**src/rtl/gcd_pkg.sv**
```systemverilog
// Shared definitions for the GCD operand sequencer and its timeout counter.
package gcd_pkg;

  localparam int DEFAULT_WIDTH = 16;

  localparam logic [1:0] ERR_OK      = 2'b00;
  localparam logic [1:0] ERR_ZERO    = 2'b01;
  localparam logic [1:0] ERR_TIMEOUT = 2'b10;

  typedef enum logic [2:0] {
    IDLE   = 3'd0,
    START  = 3'd1,
    LOAD_A = 3'd2,
    LOAD_B = 3'd3,
    WAIT   = 3'd4,
    RESP   = 3'd5
  } gcd_state_e;

endpackage

```
**src/rtl/gcd_timeout_ctr.sv**
```systemverilog
// Loadable saturating up-counter; tc flags that the count sits at TIMEOUT-1.
module gcd_timeout_ctr #(
  parameter int TIMEOUT = 1024,
  parameter int TO_W    = $clog2(TIMEOUT + 1)
) (
  input  logic            clk,
  input  logic            rst_n,
  input  logic            clr,
  input  logic            ld,
  input  logic [TO_W-1:0] ld_val,
  input  logic            en,
  output logic            tc
);

  localparam logic [TO_W-1:0] TC_VAL = TO_W'(TIMEOUT - 1);

  logic [TO_W-1:0] cnt_r;

  assign tc = (cnt_r == TC_VAL);

  // count register: reset, then clear, then load, then saturating increment
  always_ff @(posedge clk) begin
    if (!rst_n) begin
      cnt_r <= {TO_W{1'b0}};
    end else if (clr) begin
      cnt_r <= {TO_W{1'b0}};
    end else if (ld) begin
      cnt_r <= ld_val;
    end else if (en && !tc) begin
      cnt_r <= cnt_r + TO_W'(1);
    end else begin
      cnt_r <= cnt_r;
    end
  end

endmodule

```
**src/rtl/gcd_operand_sequencer.sv**
```systemverilog
// Feeds an operand pair to the subtractive GCD core (start, A, B on din),
// waits for done or timeout, and hands back the result with an error code.
module gcd_operand_sequencer
  import gcd_pkg::*;
#(
  parameter int WIDTH   = DEFAULT_WIDTH,
  parameter int TIMEOUT = 1024,
  parameter int TO_W    = $clog2(TIMEOUT + 1)
) (
  input  logic             clk,
  input  logic             rst_n,
  input  logic             op_valid,
  output logic             op_ready,
  input  logic [WIDTH-1:0] op_a,
  input  logic [WIDTH-1:0] op_b,
  output logic             res_valid,
  input  logic             res_ready,
  output logic [WIDTH-1:0] res_gcd,
  output logic [1:0]       res_err,
  output logic             gcd_start,
  output logic [WIDTH-1:0] gcd_din,
  input  logic             gcd_done,
  input  logic [WIDTH-1:0] gcd_result
);

  gcd_state_e       state_r;
  logic [WIDTH-1:0] a_r;
  logic [WIDTH-1:0] b_r;
  logic             to_tc_s;
  logic             to_clr_s;
  logic             to_ld_s;
  logic             to_en_s;

  assign to_clr_s = (state_r == IDLE);
  assign to_ld_s  = (state_r == LOAD_B);
  assign to_en_s  = (state_r == WAIT);

  gcd_timeout_ctr #(
    .TIMEOUT (TIMEOUT),
    .TO_W    (TO_W)
  ) u_timeout_ctr (
    .clk    (clk),
    .rst_n  (rst_n),
    .clr    (to_clr_s),
    .ld     (to_ld_s),
    .ld_val ({TO_W{1'b0}}),
    .en     (to_en_s),
    .tc     (to_tc_s)
  );

  // sequencer FSM with all handshake and core-facing outputs registered
  always_ff @(posedge clk) begin
    if (!rst_n) begin
      state_r   <= IDLE;
      op_ready  <= 1'b0;
      res_valid <= 1'b0;
      res_gcd   <= {WIDTH{1'b0}};
      res_err   <= ERR_OK;
      gcd_start <= 1'b0;
      gcd_din   <= {WIDTH{1'b0}};
      a_r       <= {WIDTH{1'b0}};
      b_r       <= {WIDTH{1'b0}};
    end else begin
      case (state_r)
        IDLE: begin
          gcd_start <= 1'b0;
          if (op_valid && op_ready) begin
            a_r      <= op_a;
            b_r      <= op_b;
            op_ready <= 1'b0;
            // the core never terminates on a zero operand, so answer directly
            if ((op_a == {WIDTH{1'b0}}) && (op_b == {WIDTH{1'b0}})) begin
              res_valid <= 1'b1;
              res_gcd   <= {WIDTH{1'b0}};
              res_err   <= ERR_ZERO;
              state_r   <= RESP;
            end else if ((op_a == {WIDTH{1'b0}}) || (op_b == {WIDTH{1'b0}})) begin
              res_valid <= 1'b1;
              res_gcd   <= (op_a == {WIDTH{1'b0}}) ? op_b : op_a;
              res_err   <= ERR_OK;
              state_r   <= RESP;
            end else begin
              gcd_start <= 1'b1;
              gcd_din   <= {WIDTH{1'b0}};
              state_r   <= START;
            end
          end else begin
            op_ready <= 1'b1;
          end
        end
        START: begin
          gcd_start <= 1'b0;
          gcd_din   <= a_r;
          state_r   <= LOAD_A;
        end
        LOAD_A: begin
          gcd_din <= b_r;
          state_r <= LOAD_B;
        end
        LOAD_B: begin
          state_r <= WAIT;
        end
        WAIT: begin
          if (gcd_done) begin
            res_valid <= 1'b1;
            res_gcd   <= gcd_result;
            res_err   <= ERR_OK;
            state_r   <= RESP;
          end else if (to_tc_s) begin
            res_valid <= 1'b1;
            res_gcd   <= {WIDTH{1'b0}};
            res_err   <= ERR_TIMEOUT;
            state_r   <= RESP;
          end else begin
            state_r <= WAIT;
          end
        end
        RESP: begin
          if (res_ready) begin
            res_valid <= 1'b0;
            op_ready  <= 1'b1;
            state_r   <= IDLE;
          end else begin
            state_r <= RESP;
          end
        end
        default: begin
          state_r   <= IDLE;
          op_ready  <= 1'b0;
          res_valid <= 1'b0;
          res_gcd   <= {WIDTH{1'b0}};
          res_err   <= ERR_OK;
          gcd_start <= 1'b0;
          gcd_din   <= {WIDTH{1'b0}};
        end
      endcase
    end
  end

endmodule

```
**config.mk**
```make
export PLATFORM = sky130hd
export DESIGN_NAME = gcd_operand_sequencer
export DESIGN_NICKNAME = d
export VERILOG_FILES = /design/src/rtl/gcd_pkg.sv /design/src/rtl/gcd_timeout_ctr.sv /design/src/rtl/gcd_operand_sequencer.sv
export SDC_FILE = /design/constraint.sdc
export NUM_CORES = 1
export LEC_CHECK = 0
export BUFFER_PORTS_ARGS = -buffer_cell sky130_fd_sc_hd__buf_2
export CORE_MARGIN = 5
export CORE_UTILIZATION = 34
export DETAILED_ROUTE_END_ITERATION = 12
export SLEW_MARGIN = 20
export SYNTH_ARGS = -nofsm -noshare
export SYNTH_HDL_FRONTEND = slang
export SYNTH_SLANG_ARGS = --single-unit
```
**constraint.sdc**
```tcl
create_clock -name clk -period 5 [get_ports clk]
set_clock_uncertainty 0.15 [all_clocks]
set_input_delay 0 -clock clk [delete_from_list [all_inputs] [get_ports clk]]
set_output_delay 0 -clock clk [all_outputs]
set_load 0.1 [all_outputs]
```
After elaboration in Yosys (flattened, before gate mapping). Index checks and enable logic that the tools add are counted.

Add/subtract/negate cells: 1. Eq/ne operators: 12. Multiplexer cells: 38. Bitwise operators: 5. Reduce and logical (&&, ||, !) cells: 19.

Operators with widths (count): 2-to-1 mux 16 bit (9); one-hot mux 16 bit (4 select lines) (1); one-hot mux 16 bit (3 select lines) (1); logical NOT 16 bit (2); one-hot mux 3 bit (6 select lines) (1); 2-to-1 mux 1 bit (13); 2-to-1 mux 3 bit (4); OR reduction 4 bit (3); adder 11 x 1 -> 11 bit, second input constant (1); == test 11 x 10 -> 1 bit, second input constant (1); 2-to-1 mux 2 bit (5); OR reduction 3 bit (3); AND reduction 4 bit (2); == test 3 x 2 -> 1 bit, second input constant (2); == test 3 bit, second input constant (2); != test 2 bit, second input constant (3); one-hot mux 2 bit (3 select lines) (1); NOT 1 bit (5); AND reduction 5 bit (1); one-hot mux 1 bit (4 select lines) (1); AND reduction 2 bit (2); == test 3 x 1 -> 1 bit, second input constant (1); logical AND 1 bit (3); logical NOT 3 bit (1); other kinds (7) (7).

Flip-flop bits (word level): 83. Input bits: 53. Output and inout bits: 37. Logic and storage cells: 85.

Depth between registers and ports, before layout.
Depth in word-level cells: 6. Gate-level depth with buffers: 8.

Modules after synthesis. A second synthesis with hierarchy kept.

Cells, all modules: 539. Area total of the unflattened synthesis: 4371.7 um^2.

By module, submodules not included: gcd_operand_sequencer (instances 1, cells each 456, area an instance 3672.3 um^2, seq. area each 1441.4 um^2); gcd_timeout_ctr (instances 1, cells each 83, area an instance 699.4 um^2, seq. area each 220.2 um^2).

Worst setup path after synthesis. OpenSTA, ideal clock, no wires.

Path kind: reg-to-reg. Start: reg op_ready. End: reg res_gcd[10]. Setup time: 0.143 ns. Arrival: 2.104 ns. Data required time: 4.707 ns. Path slack: 2.603 ns. Stages on the path, launching flop included: 7. Path buffers: 1. Cells stage by stage: dfxtp_1 > and2_1 > a21oi_1 > or3_4 > nor2_4 > buf_6 > a211oi_2.

Longest elaborated chain between the ends: 3.

Ends and longest elaborated chain: from (decl) (line gcd_operand_sequencer.sv:13) `output logic op_ready,`; from (signal assigned) (line gcd_operand_sequencer.sv:55) `op_ready <= 1'b0;`; from (signal assigned) (line gcd_operand_sequencer.sv:70) `op_ready <= 1'b0;`; from (signal assigned) (line gcd_operand_sequencer.sv:88) `op_ready <= 1'b1;`; logical AND 1 bit (line gcd_operand_sequencer.sv:67) `if (op_valid && op_ready) begin`; != test 2 x 1 -> 1 bit (no line); AND reduction 4 bit (no line); to (signal assigned) (line gcd_operand_sequencer.sv:57) `res_gcd <= {WIDTH{1'b0}};`; to (signal assigned) (line gcd_operand_sequencer.sv:74) `res_gcd <= {WIDTH{1'b0}};`; to (signal assigned) (line gcd_operand_sequencer.sv:79) `res_gcd <= (op_a == {WIDTH{1'b0}}) ? op_b : op_a;`; to (decl) (line gcd_operand_sequencer.sv:18) `output logic [WIDTH-1:0] res_gcd,`.

No other way between the ends. A chain may end at the register's enable or synchronous reset.

Final worst setup path.
Start: reg state_r[0]. End: reg res_gcd[4].

Longest elaborated chain between the ends: 4.

Ends and longest elaborated chain: from (decl) (line gcd_operand_sequencer.sv:26) `gcd_state_e state_r;`; from (signal assigned) (line gcd_operand_sequencer.sv:54) `state_r <= IDLE;`; from (signal assigned) (line gcd_operand_sequencer.sv:76) `state_r <= RESP;`; from (signal assigned) (line gcd_operand_sequencer.sv:81) `state_r <= RESP;`; == test 3 x 2 -> 1 bit (tied with other cells) (line gcd_operand_sequencer.sv:64) `case (state_r)`; OR reduction 4 bit (no line); NOT 1 bit (no line); AND reduction 4 bit (no line).

Parallel ways exist; a longest one is shown, timed or not.

==> flow_metrics.py <==
metrics = {
    "clock_network": {
        "htreeDepth": 3,
        "clockBufferDepth": 2,
        "clk_pin_slew_ps": 60,
        "clk_latency_ps": 330,
        "cts_sinks": 83,
        "cts_tree": "done",
        "cts_root_buffer": "clkbuf_16",
        "cts_buffers": 9,
    },
    "finish": {
        "final_cell_mix": "nand2_1, buf_2, dfxtp_1, a21oi_1, dlygate4sd3_1",
        "final_common_cell": "nand2_1",
        "area_growth_pct": 34.3,
        "finalNetCount": 669,
        "fin_util_pct": 47.1,
        "fillers": 1103,
        "drive_gt1_share_pct": 24.8,
    },
    "worst_setup_path": {
        "rr_worst_depth": 5,
        "crit_fanout": 28,
        "criticalPathCategory": "reg -> reg",
        "crit_path_start_kind": "flip-flop",
        "required_ps": 5070,
        "cp-end-kind": "flip-flop",
        "crit_buf_inv": 0,
        "reg2reg_slack_ps": 2070,
        "timing.rr.start": "state_r[0]",
        "path_cells": "nor4b_1 > o31a_1 > nor3_4 > nand2_1 > a32o_1",
        "cpLargestDelayFamily": "simple AND/OR/NAND/NOR gates",
        "max_stage_delay_ps": 980,
        "arrival_ps": 3000,
        "slowest_stage": "dfxtp_1",
        "worst_r2r_endpoint": "res_gcd[4]",
    },
    "global_route": {
        "antenna_found_initial": 1,
        "grt_pass1_vias": 4039,
        "grt_usage_pct": 17.9,
        "grt_first_pass_wirelength_um": 20800,
        "grt_overflow": 0,
        "grt_max_degree": 62,
    },
    "place": {
        "hpwl_um": 8780,
        "io_buffer_count": 89,
        "place.gp.congestion": 0.879,
    },
    "floorplanning": {
        "die_h_um": 119,
        "rows": 39,
        "die_w_um": 119,
        "ios": 90,
        "dieArea_um2": 14200,
        "core_area_um2": 11500,
        "initial_core_util_pct": 35.1,
    },
    "worst_hold_path": {
        "hold_path_class": "reg -> reg",
        "min_delay_worst_endpoint": "a_r[1]",
        "hold_depth": 2,
        "holdCritStartpoint": "a_r[1]",
    },
    "synth": {
        "syn_area_um2": 4040,
        "postSynthNetCount": 548,
        "synth-seq-cells": 83,
        "synth_edf_count": 0,
        "yosysTopAreaCell": "dfxtp_1",
        "seq_area_frac_synth_pct": 41.1,
        "async_flop_share_pct": 0,
        "synth.distinct_cells": 53,
        "syn_area_per_cell_um2": 8.18,
        "synth_top_area_share_pct": 41.1,
        "ys.flop_type": "dfxtp_1",
        "synth.area.top_cells": "dfxtp_1, a21oi_1, nand2_1",
        "synth_cells": 494,
        "yosysWarningCount": 0,
    },
    "sta": {
        "rsz0062_at_grt": "no",
        "tns_ps": 0,
        "slew_headroom_pct": 28.7,
        "min_period_ps": 2930,
        "min_period_over_period_pct": 58.5,
        "finalHoldViolations": 0,
        "report.final.slew_viol_count": 0,
        "max_freq_mhz": 342,
        "worst_pin_slew_ps": 1070,
        "setup_violations": 0,
    },
    "power": {
        "switching_share_pct": 35.4,
        "p_sw_uw": 780,
        "power.internal_mw": 1.42,
        "ir_drop_mv": 0.243,
        "power_density_nw_per_um2": 406,
        "pwr-share-comb_pct": 29.1,
        "pwr-share-seq_pct": 35.9,
        "leakage_nw": 2.08,
        "clockPowerShare_pct": 35.0,
    },
    "routing": {
        "totalWireLength_um": 12800,
        "vias": 4136,
        "routed_via_density": 5.41,
        "wl_per_cell_um": 16.7,
        "firstDrtPassIters": 5,
        "drc_errors": 0,
        "antenna_left": 0,
        "initialDrtViolationCount": 313,
    },
    "run": {
        "max-cap-violations": 0,
    },
    "run_status": {
        "status": "complete, no violations",
    },
}
-- worst max-delay path by stage --
| stage | start | to | slack [ps] | cells after the start |
|---|---|---|---|---|
| 2_1_floorplan | op_ready | res_gcd[10] | 2600 | 6 |
| 3_3_place_gp | state_r[1] | u_timeout_ctr.cnt_r[0] | 2100 | 3 |
| 3_5_place_dp | state_r[1] | res_gcd[4] | 2000 | 5 |
| 4_1_cts | state_r[1] | res_gcd[4] | 2000 | 5 |
| 5_1_grt | state_r[0] | res_gcd[4] | 1930 | 5 |
| 6_report | state_r[0] | res_gcd[4] | 2070 | 5 |
-- per-layer routing --
layer,up-vias,global-route usage (%),part of all wire (%)
met2,163,28.5,46
met5,-,0,0
met3,34,2.89,7.0
met4,0,8.11,3.2
li1,2015,-,-
met1,1924,23.8,44
-- what timing repair did --
item	4_1_cts	5_1_grt
setup buffers	0	0
resized for setup	0	0
hold endpoints to repair	55	0
hold buffers	53	0
-- per-stage QoR --
| stage | hold slack, ps | worst slack (ps) | area (µm²) | total power, mW | std cells |
|---|---|---|---|---|---|
| after floorplan | -14.0 | 2600 | 4040 | 1.27 | 494 |
| after global routing | 329 | 1930 | 5420 | 2.30 | 764 |
| final | 303 | 2070 | 5420 | 2.20 | 764 |
| after detailed placement | 127 | 2000 | 4540 | 1.41 | 694 |
| after global placement | 122 | 2100 | 4530 | 1.40 | 694 |
| after CTS | 306 | 2000 | 5420 | 2.21 | 763 |
-- tightest hold or removal path, cell delays in order (launching register included) --
cell     delay [ps]
dfxtp_1         310
nand2_1          50
a21oi_1          50
-- kinds of logic (layout without fill, tap and decap cells) --
logic type / after synthesis / in the layout / synth area share [%]
adders and majority gates: 1 / 1 / 0.310
xor gates and xnor gates: 8 / 8 / 1.73
other: 0 / 1 / 0
buffers and inverters: 41 / 167 / 4.55
AOI/OAI and AO/OA: 169 / 169 / 27.4
muxes: 16 / 16 / 4.43
and+or+nand+nor: 176 / 176 / 20.4
DFF: 83 / 83 / 41.1
-- power by group through the flow --
stage | clock network, mW | registers (mW) | logic, mW
6_report | 0.770 | 0.789 | 0.641
5_1_grt | 0.811 | 0.798 | 0.686
4_1_cts | 0.783 | 0.788 | 0.638
3_5_place_dp | 0 | 0.802 | 0.603
3_3_place_gp | 0 | 0.800 | 0.596
2_1_floorplan | 0 | 0.908 | 0.364
-- state kept, by name (all words and copies together), names as in the netlist --
name and count:
op_ready 1, state_r 3, gcd_start 1, res_valid 1, b_r 16, res_err 2, gcd_din 16, a_r 16
u_timeout_ctr.cnt_r 11, res_gcd 16
-- cell type report --
class | instances | area (µm²) | share of cell area, %
multi-input combinational | 370 | 2200 | 40.6
sequential | 83 | 1660 | 30.7
timing repair buffer | 146 | 1010 | 18.6
clock buffer | 10 | 239 | 4.41
tap | 143 | 179 | 3.30
clock inverter | 6 | 113 | 2.08
inverter | 5 | 18.8 | 0.346
antenna | 1 | 2.50 | 0.0461
-- Yosys cell counts, drive strengths merged (2+ instances only) --
master,n
a21oi,83
nor2,35
nand3,5
o311ai,2
nor2b,4
dfxtp,83
a22oi,16
nor3,10
o21ai,31
nand4,3
buf,15
nor4b,2
xnor2,7
nand2,93
a32o,4
clkbuf,21
inv,5
nor3b,2
nor4,10
nand3b,2
mux2,15
or3,3
and2,3
a2bb2oi,12
a221oi,2
a211oi,12
and4,2
o31a,2
No activity file was read; power rests on OpenSTA's default activity.
